==> src/rtl/apb_master_if.sv <==
// ---------------------------------------------------------------------------
// apb_master_if
// Bundles the command/response handshake and the APB4 bus used by
// apb_master.
//   master modport : the view of apb_master itself (drives cmd_ready, rsp_*,
//                    and the APB request signals)
//   slave modport  : the view of the surrounding logic (command source,
//                    response sink and APB completer)
// Parameters:
//   AWIDTH : address width in bits
//   DSIZE  : log2 of the data width in bytes
// ---------------------------------------------------------------------------
interface apb_master_if #(
    parameter int unsigned AWIDTH = 10,
    parameter int unsigned DSIZE  = 2
);
    localparam int unsigned DBYTES = 1 << DSIZE;
    localparam int unsigned DWIDTH = DBYTES * 8;

    // Command channel
    logic              cmd_valid;
    logic              cmd_ready;
    logic              cmd_write;
    logic [AWIDTH-1:0] cmd_addr;
    logic [2:0]        cmd_prot;
    logic [DBYTES-1:0] cmd_strb;
    logic [DWIDTH-1:0] cmd_wdata;

    // Response channel
    logic              rsp_valid;
    logic              rsp_ready;
    logic [DWIDTH-1:0] rsp_rdata;
    logic              rsp_err;

    // APB4 bus
    logic              psel;
    logic              penable;
    logic              pwrite;
    logic [AWIDTH-1:0] paddr;
    logic [2:0]        pprot;
    logic [DBYTES-1:0] pstrb;
    logic [DWIDTH-1:0] pwdata;
    logic [DWIDTH-1:0] prdata;
    logic              pready;
    logic              pslverr;

    modport master (
        input  cmd_valid, cmd_write, cmd_addr, cmd_prot, cmd_strb, cmd_wdata,
        output cmd_ready,
        output rsp_valid, rsp_rdata, rsp_err,
        input  rsp_ready,
        output psel, penable, pwrite, paddr, pprot, pstrb, pwdata,
        input  prdata, pready, pslverr
    );

    modport slave (
        output cmd_valid, cmd_write, cmd_addr, cmd_prot, cmd_strb, cmd_wdata,
        input  cmd_ready,
        input  rsp_valid, rsp_rdata, rsp_err,
        output rsp_ready,
        input  psel, penable, pwrite, paddr, pprot, pstrb, pwdata,
        output prdata, pready, pslverr
    );
endinterface

==> src/rtl/apb_master.sv <==
// ---------------------------------------------------------------------------
// apb_master
// APB4 requester: turns a valid/ready command into a single APB transfer and
// returns the result on a valid/ready response channel. One transfer in
// flight; all APB outputs come straight from flops.
// Ports:
//   pclk    : clock
//   presetn : asynchronous active-low reset
//   bus     : apb_master_if.master (cmd_*, rsp_*, APB4 signals)
// Parameters:
//   AWIDTH : address width in bits
//   DSIZE  : log2 of the data width in bytes
//   TOUT   : ACCESS-phase timeout in cycles (1..255), timeout build only
// Optional feature:
//   APB_MASTER_TIMEOUT_EN : when defined, a transfer stuck in ACCESS for TOUT
//   cycles is aborted with rsp_err = 1. Undefined (default): ACCESS waits
//   for pready indefinitely.
// ---------------------------------------------------------------------------
module apb_master #(
    parameter int unsigned AWIDTH = 10,
    parameter int unsigned DSIZE  = 2,
    parameter int unsigned TOUT   = 16
) (
    input  logic         pclk,
    input  logic         presetn,
    apb_master_if.master bus
);
    localparam int unsigned DBYTES = 1 << DSIZE;
    localparam int unsigned DWIDTH = DBYTES * 8;

    // The timeout counter is 8 bits wide, so TOUT must fit in 1..255.
    if (TOUT < 1 || TOUT > 255) begin : g_tout_range
        $error("apb_master: TOUT must be in the range 1..255");
    end

    typedef enum logic [1:0] {IDLE, SETUP, ACCESS, RESP} state_e;

    state_e            state_q, state_d;
    logic              psel_q, psel_d;
    logic              penable_q, penable_d;
    logic              pwrite_q, pwrite_d;
    logic [AWIDTH-1:0] paddr_q, paddr_d;
    logic [2:0]        pprot_q, pprot_d;
    logic [DBYTES-1:0] pstrb_q, pstrb_d;
    logic [DWIDTH-1:0] pwdata_q, pwdata_d;
    logic              rsp_valid_q, rsp_valid_d;
    logic [DWIDTH-1:0] rsp_rdata_q, rsp_rdata_d;
    logic              rsp_err_q, rsp_err_d;
    logic              timeout;

`ifdef APB_MASTER_TIMEOUT_EN
    localparam logic [7:0] TOUT_LAST = 8'(TOUT - 1);

    logic [7:0] tout_cnt_q, tout_cnt_d;

    // Counts ACCESS cycles without pready; cleared while in SETUP so it
    // starts from zero on entry to ACCESS.
    always_comb begin
        tout_cnt_d = tout_cnt_q;
        if (state_q == SETUP) begin
            tout_cnt_d = '0;
        end else if (state_q == ACCESS && !bus.pready) begin
            tout_cnt_d = tout_cnt_q + 8'd1;
        end
    end

    always_ff @(posedge pclk or negedge presetn) begin
        if (!presetn) begin
            tout_cnt_q <= '0;
        end else begin
            tout_cnt_q <= tout_cnt_d;
        end
    end

    // Abort in the cycle that would take the count to TOUT; pready in that
    // same cycle still completes normally.
    assign timeout = (state_q == ACCESS) && !bus.pready && (tout_cnt_q == TOUT_LAST);
`else
    assign timeout = 1'b0;
`endif

    // State and output registers.
    always_ff @(posedge pclk or negedge presetn) begin
        if (!presetn) begin
            state_q     <= IDLE;
            psel_q      <= 1'b0;
            penable_q   <= 1'b0;
            pwrite_q    <= 1'b0;
            paddr_q     <= '0;
            pprot_q     <= '0;
            pstrb_q     <= '0;
            pwdata_q    <= '0;
            rsp_valid_q <= 1'b0;
            rsp_rdata_q <= '0;
            rsp_err_q   <= 1'b0;
        end else begin
            state_q     <= state_d;
            psel_q      <= psel_d;
            penable_q   <= penable_d;
            pwrite_q    <= pwrite_d;
            paddr_q     <= paddr_d;
            pprot_q     <= pprot_d;
            pstrb_q     <= pstrb_d;
            pwdata_q    <= pwdata_d;
            rsp_valid_q <= rsp_valid_d;
            rsp_rdata_q <= rsp_rdata_d;
            rsp_err_q   <= rsp_err_d;
        end
    end

    // Next-state logic.
    always_comb begin
        state_d = state_q;
        case (state_q)
            IDLE:    if (bus.cmd_valid) state_d = SETUP;
            SETUP:   state_d = ACCESS;
            ACCESS:  if (bus.pready || timeout) state_d = RESP;
            RESP:    if (bus.rsp_ready) state_d = IDLE;
            default: state_d = IDLE;
        endcase
    end

    // Output logic: every register holds unless the current state updates it.
    always_comb begin
        psel_d      = psel_q;
        penable_d   = penable_q;
        pwrite_d    = pwrite_q;
        paddr_d     = paddr_q;
        pprot_d     = pprot_q;
        pstrb_d     = pstrb_q;
        pwdata_d    = pwdata_q;
        rsp_valid_d = rsp_valid_q;
        rsp_rdata_d = rsp_rdata_q;
        rsp_err_d   = rsp_err_q;
        case (state_q)
            IDLE: begin
                if (bus.cmd_valid) begin
                    psel_d    = 1'b1;
                    penable_d = 1'b0;
                    pwrite_d  = bus.cmd_write;
                    paddr_d   = bus.cmd_addr;
                    pprot_d   = bus.cmd_prot;
                    // Reads never present strobes or write data on the bus.
                    pstrb_d   = bus.cmd_write ? bus.cmd_strb  : '0;
                    pwdata_d  = bus.cmd_write ? bus.cmd_wdata : '0;
                end
            end
            SETUP: begin
                penable_d = 1'b1;
            end
            ACCESS: begin
                if (bus.pready) begin
                    psel_d      = 1'b0;
                    penable_d   = 1'b0;
                    rsp_valid_d = 1'b1;
                    rsp_err_d   = bus.pslverr;
                    rsp_rdata_d = pwrite_q ? '0 : bus.prdata;
                end else if (timeout) begin
                    psel_d      = 1'b0;
                    penable_d   = 1'b0;
                    rsp_valid_d = 1'b1;
                    rsp_err_d   = 1'b1;
                    rsp_rdata_d = '0;
                end
            end
            RESP: begin
                if (bus.rsp_ready) rsp_valid_d = 1'b0;
            end
            default: ;
        endcase
    end

    assign bus.cmd_ready = (state_q == IDLE);
    assign bus.psel      = psel_q;
    assign bus.penable   = penable_q;
    assign bus.pwrite    = pwrite_q;
    assign bus.paddr     = paddr_q;
    assign bus.pprot     = pprot_q;
    assign bus.pstrb     = pstrb_q;
    assign bus.pwdata    = pwdata_q;
    assign bus.rsp_valid = rsp_valid_q;
    assign bus.rsp_rdata = rsp_rdata_q;
    assign bus.rsp_err   = rsp_err_q;
endmodule
==> src/flat_wrapper.sv <==
// flat-port wrapper written by rule: the top's interface ports become plain ports
module apb_master_flat 
#(
    parameter int unsigned AWIDTH = 10,
    parameter int unsigned DSIZE  = 2,
    parameter int unsigned TOUT   = 16
)
  (pclk, presetn, bus_cmd_valid, bus_cmd_write, bus_cmd_addr, bus_cmd_prot, bus_cmd_strb, bus_cmd_wdata, bus_cmd_ready, bus_rsp_valid, bus_rsp_rdata, bus_rsp_err, bus_rsp_ready, bus_psel, bus_penable, bus_pwrite, bus_paddr, bus_pprot, bus_pstrb, bus_pwdata, bus_prdata, bus_pready, bus_pslverr);
  apb_master_if #(.AWIDTH(AWIDTH), .DSIZE(DSIZE)) bus_i ();
  input  logic pclk;
  input  logic presetn;
  input wire logic [$bits(bus_i.cmd_valid)-1:0] bus_cmd_valid;
  input wire logic [$bits(bus_i.cmd_write)-1:0] bus_cmd_write;
  input wire logic [$bits(bus_i.cmd_addr)-1:0] bus_cmd_addr;
  input wire logic [$bits(bus_i.cmd_prot)-1:0] bus_cmd_prot;
  input wire logic [$bits(bus_i.cmd_strb)-1:0] bus_cmd_strb;
  input wire logic [$bits(bus_i.cmd_wdata)-1:0] bus_cmd_wdata;
  output wire logic [$bits(bus_i.cmd_ready)-1:0] bus_cmd_ready;
  output wire logic [$bits(bus_i.rsp_valid)-1:0] bus_rsp_valid;
  output wire logic [$bits(bus_i.rsp_rdata)-1:0] bus_rsp_rdata;
  output wire logic [$bits(bus_i.rsp_err)-1:0] bus_rsp_err;
  input wire logic [$bits(bus_i.rsp_ready)-1:0] bus_rsp_ready;
  output wire logic [$bits(bus_i.psel)-1:0] bus_psel;
  output wire logic [$bits(bus_i.penable)-1:0] bus_penable;
  output wire logic [$bits(bus_i.pwrite)-1:0] bus_pwrite;
  output wire logic [$bits(bus_i.paddr)-1:0] bus_paddr;
  output wire logic [$bits(bus_i.pprot)-1:0] bus_pprot;
  output wire logic [$bits(bus_i.pstrb)-1:0] bus_pstrb;
  output wire logic [$bits(bus_i.pwdata)-1:0] bus_pwdata;
  input wire logic [$bits(bus_i.prdata)-1:0] bus_prdata;
  input wire logic [$bits(bus_i.pready)-1:0] bus_pready;
  input wire logic [$bits(bus_i.pslverr)-1:0] bus_pslverr;
  assign bus_i.cmd_valid = bus_cmd_valid;
  assign bus_i.cmd_write = bus_cmd_write;
  assign bus_i.cmd_addr = bus_cmd_addr;
  assign bus_i.cmd_prot = bus_cmd_prot;
  assign bus_i.cmd_strb = bus_cmd_strb;
  assign bus_i.cmd_wdata = bus_cmd_wdata;
  assign bus_cmd_ready = bus_i.cmd_ready;
  assign bus_rsp_valid = bus_i.rsp_valid;
  assign bus_rsp_rdata = bus_i.rsp_rdata;
  assign bus_rsp_err = bus_i.rsp_err;
  assign bus_i.rsp_ready = bus_rsp_ready;
  assign bus_psel = bus_i.psel;
  assign bus_penable = bus_i.penable;
  assign bus_pwrite = bus_i.pwrite;
  assign bus_paddr = bus_i.paddr;
  assign bus_pprot = bus_i.pprot;
  assign bus_pstrb = bus_i.pstrb;
  assign bus_pwdata = bus_i.pwdata;
  assign bus_i.prdata = bus_prdata;
  assign bus_i.pready = bus_pready;
  assign bus_i.pslverr = bus_pslverr;
  apb_master #(.AWIDTH(AWIDTH), .DSIZE(DSIZE), .TOUT(TOUT)) u_core (.pclk(pclk), .presetn(presetn), .bus(bus_i));
endmodule
==> config.mk <==
export PLATFORM = sky130hd
export DESIGN_NAME = apb_master_flat
export DESIGN_NICKNAME = d
export VERILOG_FILES = /design/src/rtl/apb_master_if.sv /design/src/rtl/apb_master.sv /design/src/flat_wrapper.sv
export SDC_FILE = /design/constraint.sdc
export NUM_CORES = 1
export LEC_CHECK = 0
export CORE_UTILIZATION = 37
export DETAILED_ROUTE_END_ITERATION = 8
export GPL_ROUTABILITY_DRIVEN = 0
export PLACE_DENSITY = 0.74
export RECOVER_POWER = 100
export SLEW_MARGIN = 20
export SYNTH_ARGS = -nofsm -noshare
export SYNTH_HDL_FRONTEND = slang
export SYNTH_SLANG_ARGS = --single-unit
==> constraint.sdc <==
create_clock -name pclk -period 1.55 [get_ports pclk]
set_input_delay 0.31 -clock pclk [delete_from_list [all_inputs] [get_ports pclk]]
set_output_delay 0.31 -clock pclk [all_outputs]
set_load 0.05 [all_outputs]
== After elaboration in Yosys (flattened, before gate mapping) ==
Index checks and enable logic that the tools add are counted.
Storage, ports and cells
  input bits: 88
  word-level logic and storage cells: 42
  flip-flop bits (word level): 88
  output and inout bits: 87
Cells by class
  multiplexer cells: 15
  equality and inequality tests: 6
  reduce and logical (&&, ||, !) cells: 10
Operators with widths (number)
  32-bit 2-to-1 mux: 2
  3-bit AND reduction: 4
  2-bit case mux with 4 select lines: 1
  2-bit 2-to-1 mux: 3
  2-bit != test, second input constant: 3
  1-bit 2-to-1 mux: 5
  2-bit == test, second input constant: 2
  4-bit 2-to-1 mux: 1
  1-bit case mux with 2 select lines: 2
  2-bit AND reduction: 2
  2-bit nonzero test: 2
  1-bit case mux with 3 select lines: 1
  3-bit nonzero test: 1
  2-bit by 1-bit == test with 1-bit output, second input constant: 1
  2-bit zero test: 1

== Longest topological paths before layout ==
  depth after elaboration: 3
  gate-level depth with buffers: 7
  depth with buffers taken out: 5

== Worst setup path before layout ==
No wires, ideal clock.
  path type: reg-to-reg
  start point: reg u_core.state_q[0]
  end point: reg u_core.state_q[1]
  library setup time: 0.128 ns
  cell stages (with the launch flop): 6
  path slack: 0.063 ns
  period minus slack after synthesis: 1.487 ns
  data arrival time: 1.359 ns
  data required time: 1.422 ns
  buffers on the path: 0
  cell sequence: dfrtp_1 > inv_1 > ha_1 > nor2b_4 > nor3_2 > mux2_1
On the way
  longest elaborated chain between the ends: 3
  elaborated cells on any way between the ends: 9
  classes of those cells: eq/ne: 6; mux: 1; reduce/logical: 2
RTL lines
  start, declared: line apb_master.sv:38  | state_e state_q, state_d;
  start signal, assigned: line apb_master.sv:97  | state_q <= state_d;
  2-bit == test / 2-bit zero test (equally long branches): line apb_master.sv:114  | case (state_q)
  2-bit != test (no line)
  3-bit AND reduction (no line)
Parallel ways exist; a longest one is shown, timed or not.
A chain may end at the register's enable or synchronous reset.

== Worst setup path in the final report ==
Ends and elaborated chain as after synthesis.

==> results by group <==
Floorplanning
  • Die H: 101 um
  • Num ports: 175
  • Core area: 9370 sq um
  • Initial Util: 38.9%
  • DIE WIDTH: 101 um
  • Die Area: 10,300 sq um
  • Number of core rows: 35

Place
  • Port Buffers: 174
  • Dpl ws: -0.132 ns
  • Post-DP HPWL: 7.73 mm

Worst setup path
  • CP required: 1.78 ns
  • WP data arrival: 1.76 ns
  • Crit-path max FO: 2
  • Setup crit start kind: register
  • CP Capture Type: register
  • Critical path type: reg2reg

Run status
  • Status: finished, final reports clean

Route
  • Met1 wire length: 3.77 mm
  • Metal3 WL: 736 um
  • Starting DRT DRC Count: 87
  • Met2 wire len: 5.53 mm
  • DRC: 0
  • Wirelength per Cell: 15.2 um
  • Vias/cell: 4.68
  • First-pass DRT Iterations: 4
  • Total wire length: 10.2 mm
  • DR top layer: met4
  • Routed Antenna Nets: 0
  • DR vias: 3,148

Pwr
  • Leakage power: 3.00 nW
  • Power Density: 2550 nW/um^2
  • Psw: 0.00762 W
  • Combinational power share: 63.2%
  • Clk network pwr share: 10.2%
  • Total power: 0.0172 W
  • Int Power: 0.00962 W
  • Switching Fraction: 44.2%
  • Part of the power in registers: 26.6%
  • VDD IR-drop max: 1.25 mV

STA
  • Fin Setup TNS: 0 ns
  • Hold slack final: 0.490 ns
  • Worst-margin pin slew: 0.640 ns
  • Fmax: 655 MHz
  • Worst relative slew slack: 57.3%
  • Period minus WS final: 1.53 ns
  • Hold Fails Final Rpt: 0
  • Final clock skew: 0.0127 ns
  • Final setup violation count: 0
  • Pins Over Slew Limit: 0
  • Post-route clock period utilization: 98.5%
  • Final worst slack: 0.0236 ns
  • RSZ-0062 raised after global routing: true

Yosys
  • Yosys top cell area share: 60.4%
  • Number of flops mapped to enable cells by yosys: 0
  • Avg Inst Size Synth: 10.2 sq um
  • Synth Cell Area: 3650 sq um
  • Synth Warn #: 0
  • Yosys top cell by area: dfrtp_1
  • Gate Count Post-Synth: 356
  • Largest cells by area after synthesis: dfrtp_1 60%, nand2_1 11%, o21ai_1 9.3%, nand2b_1 5.5%, mux2_1 4.9%
  • Synthesized Nets: 450
  • Post-synth top flop: dfrtp_1
  • FFs w/ async S/R, synth: 100%
  • Post-synthesis register bit count: 88
  • Post-synthesis sequential area ratio: 60.4%
  • Library cells used by synthesis: 21
  • Synth top cells by count: 105 x nand2_1, 88 x dfrtp_1, 68 x o21ai_1, 32 x nand2b_1, 16 x mux2_1
  • Most numerous cell in the Yosys netlist: nand2_1

GRT
  • Grt ovf: 0
  • Antenna violations before repair: 0
  • Global-route wire length before repair: 15.9 mm
  • Tot GR Track Use: 20.4%
  • Number of global-route vias before repair: 3,282
  • Pin count of the biggest net entering global routing: 65

Cells and area
  • P&R area growth vs syn: 85.7%
  • NumNets Final: 632
  • Antenna diodes: 0
  • Fraction of layout instances using a drive strength above 1: 24.7%

Clock network
  • Clock latency on the worst-skew pair: 0.35 ns
  • CTS tree: done
  • Clock transition at path regs: 0.09 ns
  • H-tree depth: 3
  • CTS sink cnt: 88
  • CTS root buf: clkbuf_8
  • Longest Clk Path Bufs: 2
  • CTS buffer count: 9

Job
  • Max Cap Viol: 0

Hold path
  • HP Class: in2reg
## metal layers
layer	global-route usage, %	vias to the layer above
li1	-	1517
met1	21.9	1511
met2	37.3	108
met3	7.11	12
met4	7.02	0
met5	0	-
## layout by cell type, fill, tap and decap left out, types with 2 or more instances in the layout
cell and n:
o21ai_0 3, nand2b_1 32, nand2_1 104, a21oi_1 2, clkdlybuf4s50_1 86, o21ai_1 68
clkbuf_8 10, ha_1 4, mux2_4 2, buf_12 91, dfrtp_1 87, mux2_1 15
bufinv_16 2, clkinvlp_4 2, buf_4 13, inv_1 3
## kinds of logic after synthesis
family	share of synthesized area (%)
buf+inv	4.05
simple gates	17.6
compound gates	10.5
fa+ha+maj	2.06
mux	5.35
flops	60.4
## per-stage QoR
step / cell area [sq um] / util (%) / std cells
3_3_place_gp: 6460 / 69.0 / 651
5_1_grt: 6770 / 72.2 / 672
4_1_cts: 6730 / 71.8 / 671
2_1_floorplan: 3650 / - / 356
6_report: 6770 / 72.2 / 672
3_5_place_dp: 6460 / 69.0 / 651
## cell type report
cell class,instances,area (sq um)
repair buffers,194,2830
fillers,665,2600
flip-flops and latches,88,2200
multi-input cells,241,1340
well taps,129,161
clock buffers,11,141
clock inverters,5,80.1
inverters,4,15.0
## repair_timing
item | in CTS | in global routing
buffers inserted | 3 | 0
hold endpoints to repair | 22 | 0
setup endpoints to repair | 9 | 53
hold buffers | 1 | 0
gates cloned | 0 | 1
gates resized for setup | 4 | 6
pin swaps | 1 | 2
## final timing paths
path,from,endpoint,slack (ns),cells after the start
worst min register to register,u_core.bus.paddr[9]$_DFFE_PN0P_,u_core.bus.paddr[9]$_DFFE_PN0P_,0.53,1
max in group asynchronous,presetn,u_core.bus.rsp_rdata[18]$_DFFE_PN0P_,0.25,3
worst min-delay path,bus_cmd_wdata[8],u_core.bus.pwdata[8]$_DFFE_PN0P_,0.49,3
worst max-delay path,u_core.state_q[0]$_DFFE_PN0P_,u_core.state_q[1]$_DFFE_PN0P_,0.02,5
min in group asynchronous,presetn,u_core.bus.psel$_DFFE_PN0P_,0.51,2
worst max register to register,u_core.state_q[0]$_DFFE_PN0P_,u_core.state_q[1]$_DFFE_PN0P_,0.02,5
## power by group through the flow
stage          sequential (W)  combinational [W]  clock (W)
2_1_floorplan         0.00763            0.00180          0
3_3_place_gp          0.00456             0.0105          0
5_1_grt               0.00472             0.0114    0.00191
3_5_place_dp          0.00466             0.0107          0
6_report              0.00458             0.0109    0.00176
4_1_cts               0.00460             0.0109    0.00183
## sequential cells by signal, indices dropped and copies added, names as in the netlist
name	count
u_core.bus.rsp_valid	1
u_core.bus.pprot	3
u_core.bus.pstrb	4
u_core.bus.pwrite	1
u_core.bus.pwdata	32
u_core.bus.rsp_err	1
u_core.state_q	2
u_core.bus.paddr	10
u_core.bus.penable	1
u_core.bus.psel	1
u_core.bus.rsp_rdata	32
## critical path, stage by stage (launching register included)
cell and delay (ns):
dfrtp_1 0.40, buf_4 0.14, ha_1 0.21, nor2b_1 0.18
nor3_4 0.16, mux2_4 0.32
No activity file was read; power rests on OpenSTA's default activity.
